==> config.mk <==
export PLATFORM = sky130hd
export DESIGN_NAME = loopback_selftest_flat
export DESIGN_NICKNAME = d
export VERILOG_FILES = /design/src/rtl/loopback_selftest_if.sv /design/src/rtl/loopback_selftest.sv /design/src/flat_wrapper.sv
export SDC_FILE = /design/constraint.sdc
export NUM_CORES = 1
export LEC_CHECK = 0
export CAP_MARGIN = 5
export CORE_MARGIN = 10
export CORE_UTILIZATION = 40
export DETAILED_ROUTE_END_ITERATION = 16
export PLACE_DENSITY_LB_ADDON = 0.3
export SYNTH_ARGS = -nofsm -noshare
export SYNTH_HDL_FRONTEND = slang
export SYNTH_SLANG_ARGS = --single-unit
==> constraint.sdc <==
create_clock -name clk -period 8 [get_ports clk]
set_input_delay 0.8 -clock clk [delete_from_list [all_inputs] [get_ports clk]]
set_output_delay 0.8 -clock clk [all_outputs]
set_load 0.01 [all_outputs]
==> src/rtl/loopback_selftest_if.sv <==
// Pad-side bus of the loopback self-test harness: control, pattern out,
// looped-back data in, and run status.
interface loopback_selftest_if #(
   parameter int unsigned WIDTH    = 40,
   parameter int unsigned CHANNELS = 2,
   parameter int unsigned ERR_W    = 16
);
   logic                         start;
   logic [1:0]                   mode;
   logic [CHANNELS*WIDTH-1:0]    in_data;
   logic [CHANNELS*WIDTH-1:0]    out_data;
   logic                         busy;
   logic                         done;
   logic                         passed;
   logic [ERR_W-1:0]             err_count;
   logic [CHANNELS-1:0]          err_chan;

   modport master (
      output start, mode, in_data,
      input  out_data, busy, done, passed, err_count, err_chan
   );

   modport slave (
      input  start, mode, in_data,
      output out_data, busy, done, passed, err_count, err_chan
   );
endinterface

==> src/rtl/loopback_selftest.sv <==
// Multi-channel loopback self-test: drives a mode-selected pattern per channel,
// checks the looped-back data after LOOP_LAT cycles and counts bad beats.
module loopback_selftest #(
   parameter int unsigned WIDTH     = 40,
   parameter int unsigned CHANNELS  = 2,
   parameter int unsigned LOOP_LAT  = 1,
   parameter int unsigned RUN_BEATS = 256,
   parameter int unsigned ERR_W     = 16
) (
   input  logic         clk,
   input  logic         reset,
   loopback_selftest_if.slave bus
);

   localparam int unsigned BW     = (RUN_BEATS > 1) ? $clog2(RUN_BEATS) : 1;
   localparam int unsigned DW     = 3;
   localparam int unsigned DATA_W = CHANNELS * WIDTH;

   typedef enum logic [1:0] {S_IDLE, S_RUN, S_DRAIN, S_DONE} state_e;

   state_e              state_q, state_d;
   logic [1:0]          mode_q, mode_d;
   logic [BW-1:0]       beat_q, beat_d;
   logic [DW-1:0]       drain_q, drain_d;
   logic [DATA_W-1:0]   out_q, out_d;
   logic [ERR_W-1:0]    err_q, err_d;
   logic [CHANNELS-1:0] chan_q, chan_d;
   logic                busy_q, busy_d;
   logic                done_q, done_d;
   logic                passed_q, passed_d;
   logic [CHANNELS-1:0] mism_c;
   logic                cmp_valid_c;
   logic [BW-1:0]       cmp_beat_c;

   // Pattern for one channel; index arithmetic wraps at the beat-counter width.
   function automatic logic [WIDTH-1:0] pat(input logic [1:0] md, input logic [BW-1:0] b,
                                            input int c);
      logic [BW-1:0]  s;
      logic [WIDTH-1:0] v;
      int unsigned    idx;
      s   = b + BW'(c);
      idx = 32'(s) % WIDTH;
      case (md)
         2'd0:    v = WIDTH'(s);
         2'd1:    v = WIDTH'(1) << idx;
         2'd2:    v = b[0] ? '1 : '0;
         default: v = ~WIDTH'(s);
      endcase
      return v;
   endfunction

   function automatic logic [DATA_W-1:0] pat_all(input logic [1:0] md, input logic [BW-1:0] b);
      logic [DATA_W-1:0] v;
      v = '0;
      for (int c = 0; c < int'(CHANNELS); c++) v[c*WIDTH +: WIDTH] = pat(md, b, c);
      return v;
   endfunction

   // Delay line carrying (valid, beat) from the pattern output to the compare point.
   if (LOOP_LAT == 0) begin : g_nolat
      assign cmp_valid_c = (state_q == S_RUN);
      assign cmp_beat_c  = beat_q;
   end else begin : g_lat
      logic [LOOP_LAT-1:0] pv_q;
      logic [BW-1:0]       pb_q [LOOP_LAT];
      always_ff @(posedge clk) begin
         if (reset) begin
            pv_q <= '0;
            for (int i = 0; i < int'(LOOP_LAT); i++) pb_q[i] <= '0;
         end else begin
            pv_q[0] <= (state_q == S_RUN);
            pb_q[0] <= beat_q;
            for (int i = 1; i < int'(LOOP_LAT); i++) begin
               pv_q[i] <= pv_q[i-1];
               pb_q[i] <= pb_q[i-1];
            end
         end
      end
      assign cmp_valid_c = pv_q[LOOP_LAT-1];
      assign cmp_beat_c  = pb_q[LOOP_LAT-1];
   end

   always_ff @(posedge clk) begin
      if (reset) begin
         state_q  <= S_IDLE;
         mode_q   <= '0;
         beat_q   <= '0;
         drain_q  <= '0;
         out_q    <= '0;
         err_q    <= '0;
         chan_q   <= '0;
         busy_q   <= 1'b0;
         done_q   <= 1'b0;
         passed_q <= 1'b0;
      end else begin
         state_q  <= state_d;
         mode_q   <= mode_d;
         beat_q   <= beat_d;
         drain_q  <= drain_d;
         out_q    <= out_d;
         err_q    <= err_d;
         chan_q   <= chan_d;
         busy_q   <= busy_d;
         done_q   <= done_d;
         passed_q <= passed_d;
      end
   end

   always_comb begin
      state_d = state_q;
      mode_d  = mode_q;
      beat_d  = beat_q;
      drain_d = drain_q;
      out_d   = '0;
      err_d   = err_q;
      chan_d  = chan_q;
      mism_c  = '0;

      for (int c = 0; c < int'(CHANNELS); c++)
         mism_c[c] = cmp_valid_c && (bus.in_data[c*WIDTH +: WIDTH] != pat(mode_q, cmp_beat_c, c));
      if (cmp_valid_c) begin
         chan_d = chan_q | mism_c;
         if ((|mism_c) && (err_q != '1)) err_d = err_q + ERR_W'(1);
      end

      case (state_q)
         S_IDLE, S_DONE: begin
            if (bus.start) begin
               state_d = S_RUN;
               mode_d  = bus.mode;
               beat_d  = '0;
               err_d   = '0;
               chan_d  = '0;
               out_d   = pat_all(bus.mode, '0);
            end
         end
         S_RUN: begin
            if (beat_q == BW'(RUN_BEATS - 1)) begin
               beat_d  = '0;
               drain_d = '0;
               state_d = (LOOP_LAT == 0) ? S_DONE : S_DRAIN;
            end else begin
               beat_d = beat_q + BW'(1);
               out_d  = pat_all(mode_q, beat_q + BW'(1));
            end
         end
         S_DRAIN: begin
            if (drain_q == DW'(LOOP_LAT - 1)) state_d = S_DONE;
            else                              drain_d = drain_q + DW'(1);
         end
         default: state_d = S_IDLE;
      endcase

      busy_d   = (state_d == S_RUN) || (state_d == S_DRAIN);
      done_d   = (state_d == S_DONE);
      passed_d = done_d && (err_d == '0);
   end

   assign bus.out_data  = out_q;
   assign bus.busy      = busy_q;
   assign bus.done      = done_q;
   assign bus.passed    = passed_q;
   assign bus.err_count = err_q;
   assign bus.err_chan  = chan_q;

endmodule

==> src/flat_wrapper.sv <==
// flat-port wrapper written by rule: the top's interface ports become plain ports
module loopback_selftest_flat 
#(
   parameter int unsigned WIDTH     = 40,
   parameter int unsigned CHANNELS  = 2,
   parameter int unsigned LOOP_LAT  = 1,
   parameter int unsigned RUN_BEATS = 256,
   parameter int unsigned ERR_W     = 16
)
  (clk, reset, bus_start, bus_mode, bus_in_data, bus_out_data, bus_busy, bus_done, bus_passed, bus_err_count, bus_err_chan);
  loopback_selftest_if #(.WIDTH(WIDTH), .CHANNELS(CHANNELS), .ERR_W(ERR_W)) bus_i ();
  input  logic clk;
  input  logic reset;
  input wire logic [$bits(bus_i.start)-1:0] bus_start;
  input wire logic [$bits(bus_i.mode)-1:0] bus_mode;
  input wire logic [$bits(bus_i.in_data)-1:0] bus_in_data;
  output wire logic [$bits(bus_i.out_data)-1:0] bus_out_data;
  output wire logic [$bits(bus_i.busy)-1:0] bus_busy;
  output wire logic [$bits(bus_i.done)-1:0] bus_done;
  output wire logic [$bits(bus_i.passed)-1:0] bus_passed;
  output wire logic [$bits(bus_i.err_count)-1:0] bus_err_count;
  output wire logic [$bits(bus_i.err_chan)-1:0] bus_err_chan;
  assign bus_i.start = bus_start;
  assign bus_i.mode = bus_mode;
  assign bus_i.in_data = bus_in_data;
  assign bus_out_data = bus_i.out_data;
  assign bus_busy = bus_i.busy;
  assign bus_done = bus_i.done;
  assign bus_passed = bus_i.passed;
  assign bus_err_count = bus_i.err_count;
  assign bus_err_chan = bus_i.err_chan;
  loopback_selftest #(.WIDTH(WIDTH), .CHANNELS(CHANNELS), .LOOP_LAT(LOOP_LAT), .RUN_BEATS(RUN_BEATS), .ERR_W(ERR_W)) u_core (.clk(clk), .reset(reset), .bus(bus_i));
endmodule
==> impl_metrics.yaml, run 1 <==
routing:
  dr.pass1.iters: 6
  drt-initial-drc-count: 1437
  avgViaCountPerCell: 6.24
  routed_wl_um: 41500
  wl_per_cell_um: 20.2
  vias: 12800
  drc: 0
  antenna_left: 0
cells_and_area:
  multi_input_area_um2: 7720
  stdcell_count: 2053
  drive_gt1_share_pct: 5.90
  final_core_util_pct: 50.3
  syn2layout_area_growth_pct: 24.4
  fin_area_um2: 13400
  antenna_cells: 0
  nFillCells: 2627
  seq_area_um2: 2500
  fin_nets: 1802
clock_tree:
  cts_buffers: 17
  hold_buffers: 0
  cts_tree: "yes"
  path_clk_slew_ns: 0.06
  clock_sinks: 125
  cts_root_buffer: "clkbuf_16"
  cts_max_path_buffers: 2
  cts.htree.levels: 4
  cts_setup_buffers: 0
  ctsResizeCount: 0
  clkLatencyLatePin_ns: 0.43
timing:
  fin_tns_setup_ns: 0
  rsz0062_at_grt: "false"
  finClkSkew_ns: 0.0102
  fin_crit_sh_pct: 92.5
  drv_slew: 0
  hold_ws_ns: 0.470
  max_freq_mhz: 135
  worst_slew_pin_slew_ns: 1.25
  setup_violations: 0
  max-slew-margin-rel_pct: 16.3
  fin_crit_ns: 7.40
  hold_viol: 0
floorplan:
  die_h_um: 184
  boundaryPins: 186
  coreArea_um2: 26700
  die_area_um2: 34000
  start_util_pct: 40.4
  die_w_um: 184
  num_rows: 60
synth:
  netlist_instances: 1578
  synth_top_area_share_pct: 23.2
  ys_async_sr_fraction_pct: 0
  yosysSeqAreaShare_pct: 23.2
  syn_area_um2: 10800
  yosys.area.top_type: "dfxtp_1"
  ys_types: 90
  synth_seq_cells: 125
  synth_nets: 1681
  synth_edf_count: 0
  synth_area_leaders: "dfxtp_1 (23%), a21oi_1 (8.0%), nor2_1 (6.3%), nand2_1 (5.6%), o21ai_0 (4.6%)"
  synth_area_per_cell_um2: 6.85
  ys.flop_type: "dfxtp_1"
  synth-warning-count: 0
placed_design:
  place.gp.congestion: 0.969
  place_area_um2: 12900
  port_buffers: 185
  dp_hpwl_um: 30800
  place_inst: 2021
worst_setup_path:
  startpoint: "u_core.g_lat.pb_q[0][2]$_SDFF_PP0_"
  reg2reg_setup_slack_ns: 0.60
  reg2reg_depth: 22
  cp-endpoint: "u_core.bus.passed$_SDFF_PP0_"
  cp-end-kind: "flip-flop"
  cp_slowest_cell: "or4b_1"
  cp_max_fo: 14
  path_cells: "and4_1 > nand3_1 > xnor2_1 > ha_1 > nand2b_1 > a211o_1 > a22o_1 > or4b_1 > a221o_1 > and3_4 > a211oi_4 > and2_1 > and3_1 > mux2i_1 > a32o_1 > nor4_1 > buf_4 > and3_1 > or4_1 > a211oi_1 > nand4_1 > a2111oi_2"
  path_class: "flip-flop to flip-flop"
  start_kind: "flip-flop"
  crit_top_cell: "and3_1"
  cp.required_ns: 8.31
  reg2reg_from: "u_core.g_lat.pb_q[0][2]$_SDFF_PP0_"
  cp.depth: 22
  r2r_end: "u_core.bus.passed$_SDFF_PP0_"
  slowest_delay_ns: 0.64
  cp_top_family: "simple AND/OR/NAND/NOR gates"
  crit_arrival_ns: 7.72
  critPathBufInv: 1
global_routing:
  grt_use_total_pct: 23.6
  grt_remaining_overflow: 0
  grt_pass1_vias: 11900
  grt_max_degree: 66
  grt_pass1_wl_um: 65800
  grt_antenna_before_repair: 0
power:
  switchingPower_uw: 578
  clkPwrFrac_pct: 40.5
  intPower_mw: 1.22
  seqPwrFrac_pct: 36.9
  p_leak_nw: 4.53
  swShare_pct: 32.1
  vdd_ir_drop_max_mv: 0.125
  power_density_nw_per_um2: 134
  comb_power_share_pct: 22.6
min_path:
  hold_start: "u_core.bus.err_chan[1]$_SDFF_PP0_"
  hp-class: "flip-flop to flip-flop"
status:
  status: "completed"
flow_run:
  max-cap-violations: 0
layout by cell type, fill, tap and decap left out, types with 25 or more instances in the layout:
master           instances
buf_4                   37
clkdlybuf4s50_1        185
dfxtp_1                124
and3_1                  25
nor3_1                  58
nor4_1                  37
nor2_1                 180
a21oi_1                172
xnor2_1                 36
nand4_1                 35
o21ai_0                 99
inv_1                   29
nand2_1                161
nand3_1                 65
stage by stage:
stage	total power [mW]	setup slack (ns)
floorplan	0.897	1.60
global placement	1.08	0.734
detailed placement	1.08	0.572
CTS	1.81	0.522
global route	1.88	0.0114
finish	1.80	0.596
state kept, by name, indices dropped and copies added (netlist names):
name	cells
u_core.mode_q	2
u_core.cmp_valid_c	1
u_core.bus.passed	1
u_core.beat_q	8
u_core.drain_q	3
u_core.bus.err_chan	2
u_core.g_lat.pb_q	8
u_core.bus.busy	1
u_core.bus.done	1
u_core.state_q	2
u_core.bus.out_data	80
u_core.bus.err_count	16
cell usage after synthesis (25+ instances only):
master      n
a21oi_1   173
and3_1     25
clkbuf_1   96
dfxtp_1   125
inv_1      29
nand2_1   161
nand3_1    65
nand4_1    35
nor2_1    180
nor3_1     58
nor4_1     37
o21ai_0    99
xnor2_1    36
power groups by stage:
stage	Clock (mW)	Combinational (mW)	Sequential, mW
floorplan	0	0.211	0.685
global placement	0	0.399	0.677
detailed placement	0	0.398	0.677
CTS	0.744	0.401	0.664
global route	0.772	0.442	0.667
finish	0.730	0.406	0.664
final cells by class:
cell class,instances,share of cell area (%)
clock inverters,13,0.782
multi-input cells,1303,57.4
inverters,30,0.838
repair buffers,222,15.8
clock buffers,19,3.30
flip-flops and latches,125,18.6
well taps,341,3.18
worst register-to-register path, delay by kind of cell (launching register included):
| family | cells | cell delay (ns) |
|---|---|---|
| simple gates | 11 | 3.46 |
| compound gates | 7 | 2.23 |
| flops | 1 | 0.60 |
| fa+ha+maj | 1 | 0.33 |
| xor+xnor | 1 | 0.32 |
| mux | 1 | 0.18 |
| buf+inv | 1 | 0.17 |
routing by layer:
| layer | share of wire (%) | global-route usage [%] | vias to the layer above |
|---|---|---|---|
| met5 | 0 | 0 | - |
| met4 | 2.4 | 7.05 | 0 |
| met3 | 8.6 | 4.27 | 79 |
| met2 | 46 | 38.9 | 678 |
| met1 | 43 | 30.7 | 5927 |
| li1 | - | - | 6128 |
cells by family after synthesis:
logic type | after synthesis | share of synthesized area, %
and+or+nand+nor | 687 | 31.5
AOI/OAI and AO/OA | 521 | 31.1
muxes | 25 | 2.37
xor gates and xnor gates | 49 | 3.97
buffers and inverters | 150 | 5.49
adders and majority gates | 21 | 2.36
DFF | 125 | 23.2
how the worst min path moves through the flow:
stage                                              endpoint  cells after the start  slack [ns]
after global placement    u_core.bus.err_chan[1]$_SDFF_PP0_                      2        0.46
final                     u_core.bus.err_chan[1]$_SDFF_PP0_                      2        0.47
after global routing      u_core.bus.err_chan[0]$_SDFF_PP0_                      2        0.48
after detailed placement  u_core.bus.err_chan[0]$_SDFF_PP0_                      2        0.46
after floorplan              u_core.drain_q[1]$_SDFFE_PP0P_                      2        0.45
after CTS                 u_core.bus.err_chan[0]$_SDFF_PP0_                      2        0.48
Power figures use the tool's default switching activity.
==> run 2, diff against run 1 <==
Settings changed: HOLD_SLACK_MARGIN from default to 0.03, SLEW_MARGIN from default to 30.
Clock period 8 ns to 8.7 ns, I/O delays scaled along.
==> run 2 against run 1 <==
Effect of this change: combinational power shrank 9.1%; clock power shrank 10%; power shrank 8.9%; via count grew 0.28%; largest power group unchanged; sequential share of layout area grew 0.12 points; global-route usage shrank 0.28 points; largest cell class unchanged.
==> impl_metrics.yaml, run 2 (synthesis gave the netlist of run 1 again) <==
cells_and_area:
  largest_register_ffs: 80
  fin_nets: 1788
  seq_area_um2: 2500
  mostFrequentLayoutCell: "clkdlybuf4s50_1"
  drive_gt1_share_pct: 5.42
  layout_common_cells: "clkdlybuf4s50_1 (185), nor2_1 (178), a21oi_1 (172), nand2_1 (161), dfxtp_1 (125)"
  nFillCells: 2698
  syn2layout_area_growth_pct: 23.6
  multi_input_area_um2: 7740
  antenna_cells: 0
routing:
  antenna_left: 0
  drc: 0
  avgViaCountPerCell: 6.30
  drt-initial-drc-count: 1390
  dr.pass1.iters: 6
  routed_wl_um: 41200
  vias: 12800
  wl_per_cell_um: 20.2
placed_design:
  dp_slack_ns: 0.813
  port_buffers: 185
  dp_hpwl_um: 30600
  place.gp.congestion: 0.983
worst_setup_path:
  crit_top_cell: "and3_1"
  cp-end-kind: "flip-flop"
  path_cells: "and4_1 > nand2_1 > o32a_1 > ha_1 > nand2b_1 > a211o_1 > a22o_1 > or4b_1 > a221o_1 > and3_4 > a211oi_4 > and2_1 > and3_1 > o21ai_0 > a32o_1 > nor4_1 > and3_1 > o31ai_1 > a211oi_1 > nand4_1 > a2111oi_2"
  cp.required_ns: 9.01
  critPathBufInv: 0
  slowest_delay_ns: 0.96
  cp_slowest_cell: "dfxtp_1"
  path_class: "flip-flop to flip-flop"
  cp_max_fo: 25
  start_kind: "flip-flop"
  crit_arrival_ns: 8.32
  cp_top_family: "simple AND/OR/NAND/NOR gates"
power:
  p_leak_nw: 4.46
  power_density_nw_per_um2: 123
  vdd_ir_drop_max_mv: 0.130
  totalPowerFinal_mw: 1.64
timing:
  worst_slack_ns: 0.696
  max_freq_mhz: 125
  setup_violations: 0
  hold_viol: 0
  finClkSkew_ns: 0.00946
  fin_tns_setup_ns: 0
  fin_crit_sh_pct: 92.0
  rsz0062_at_grt: "false"
  worst_slew_pin_slew_ns: 0.973
  drv_slew: 0
  fin_crit_ns: 8.00
  max-slew-margin-rel_pct: 35.0
floorplan:
  start_util_pct: 40.4
  num_rows: 60
  die_h_um: 184
  die_area_um2: 34000
  boundaryPins: 186
  coreArea_um2: 26700
  die_w_um: 184
clock_tree:
  clock_sinks: 125
  cts_tree: "yes"
  cts_buffers: 17
  ctsResizeCount: 0
  cts_setup_buffers: 0
  path_clk_slew_ns: 0.06
  cts_max_path_buffers: 2
  clkLatencyLatePin_ns: 0.42
  cts_root_buffer: "clkbuf_16"
  hold_buffers: 0
  cts.htree.levels: 4
global_routing:
  grt_antenna_before_repair: 0
  grt_pass1_vias: 11700
  grt_use_total_pct: 23.3
  grt_remaining_overflow: 0
  grt_pass1_wl_um: 65200
  grt_max_degree: 66
min_path:
  hp-class: "flip-flop to flip-flop"
status:
  status: "completed"
flow_run:
  max-cap-violations: 0
## run 2: cell count changes in the layout (fill, tap and decap cells not counted), sizes merged
cell,before,now
buf,37,23
clkbuf,19,20
clkinv,3,6
clkinvlp,4,3
inv,36,33
## run 2: report_power, final
part / switching, mW / internal, mW
Sequential: 0.0161 / 0.598
Clock: 0.284 / 0.374
Combinational: 0.221 / 0.148
## run 2: worst paths after layout
kind | startpoint | endpoint | slack (ns) | cells after the start
worst max-delay path | u_core.g_lat.pb_q[0][2]$_SDFF_PP0_ | u_core.bus.passed$_SDFF_PP0_ | 0.70 | 21
worst min-delay path | u_core.bus.err_chan[1]$_SDFF_PP0_ | u_core.bus.err_chan[1]$_SDFF_PP0_ | 0.47 | 2
worst max register to register | u_core.g_lat.pb_q[0][2]$_SDFF_PP0_ | u_core.bus.passed$_SDFF_PP0_ | 0.70 | 21
worst min register to register | u_core.bus.err_chan[1]$_SDFF_PP0_ | u_core.bus.err_chan[1]$_SDFF_PP0_ | 0.47 | 2
## run 2: final cells by class
class	instances	area share, %
sequential	125	18.7
timing repair buffer	208	15.2
clock inverter	12	0.675
inverter	30	0.844
tap	341	3.20
clock buffer	20	3.35
multi-input combinational	1303	58.0
## run 2: per-layer routing
metal	up-vias	GRT usage, %	routed length, um
li1	6106	-	-
met1	6015	30.2	17900
met2	642	38.0	18900
met3	85	3.90	3210
met4	0	8.55	1250
met5	-	0	0
## run 2: stage by stage
| stage | hold WS (ns) | utilization, % | instance area, um^2 | instances |
|---|---|---|---|---|
| finish | 0.468 | 49.9 | 13300 | 2039 |
| global route | 0.505 | 49.9 | 13300 | 2039 |
| CTS | 0.475 | 49.9 | 13300 | 2039 |
| detailed placement | 0.461 | 47.9 | 12800 | 2007 |
| global placement | 0.460 | 47.8 | 12800 | 2007 |
| floorplan | 0.449 | - | 10800 | 1578 |
## run 2: worst min-delay path: cells and delay by family, from the launching register on
family / cells / cell delay (ns)
flops: 1 / 0.33
compound gates: 1 / 0.04
simple gates: 1 / 0.07
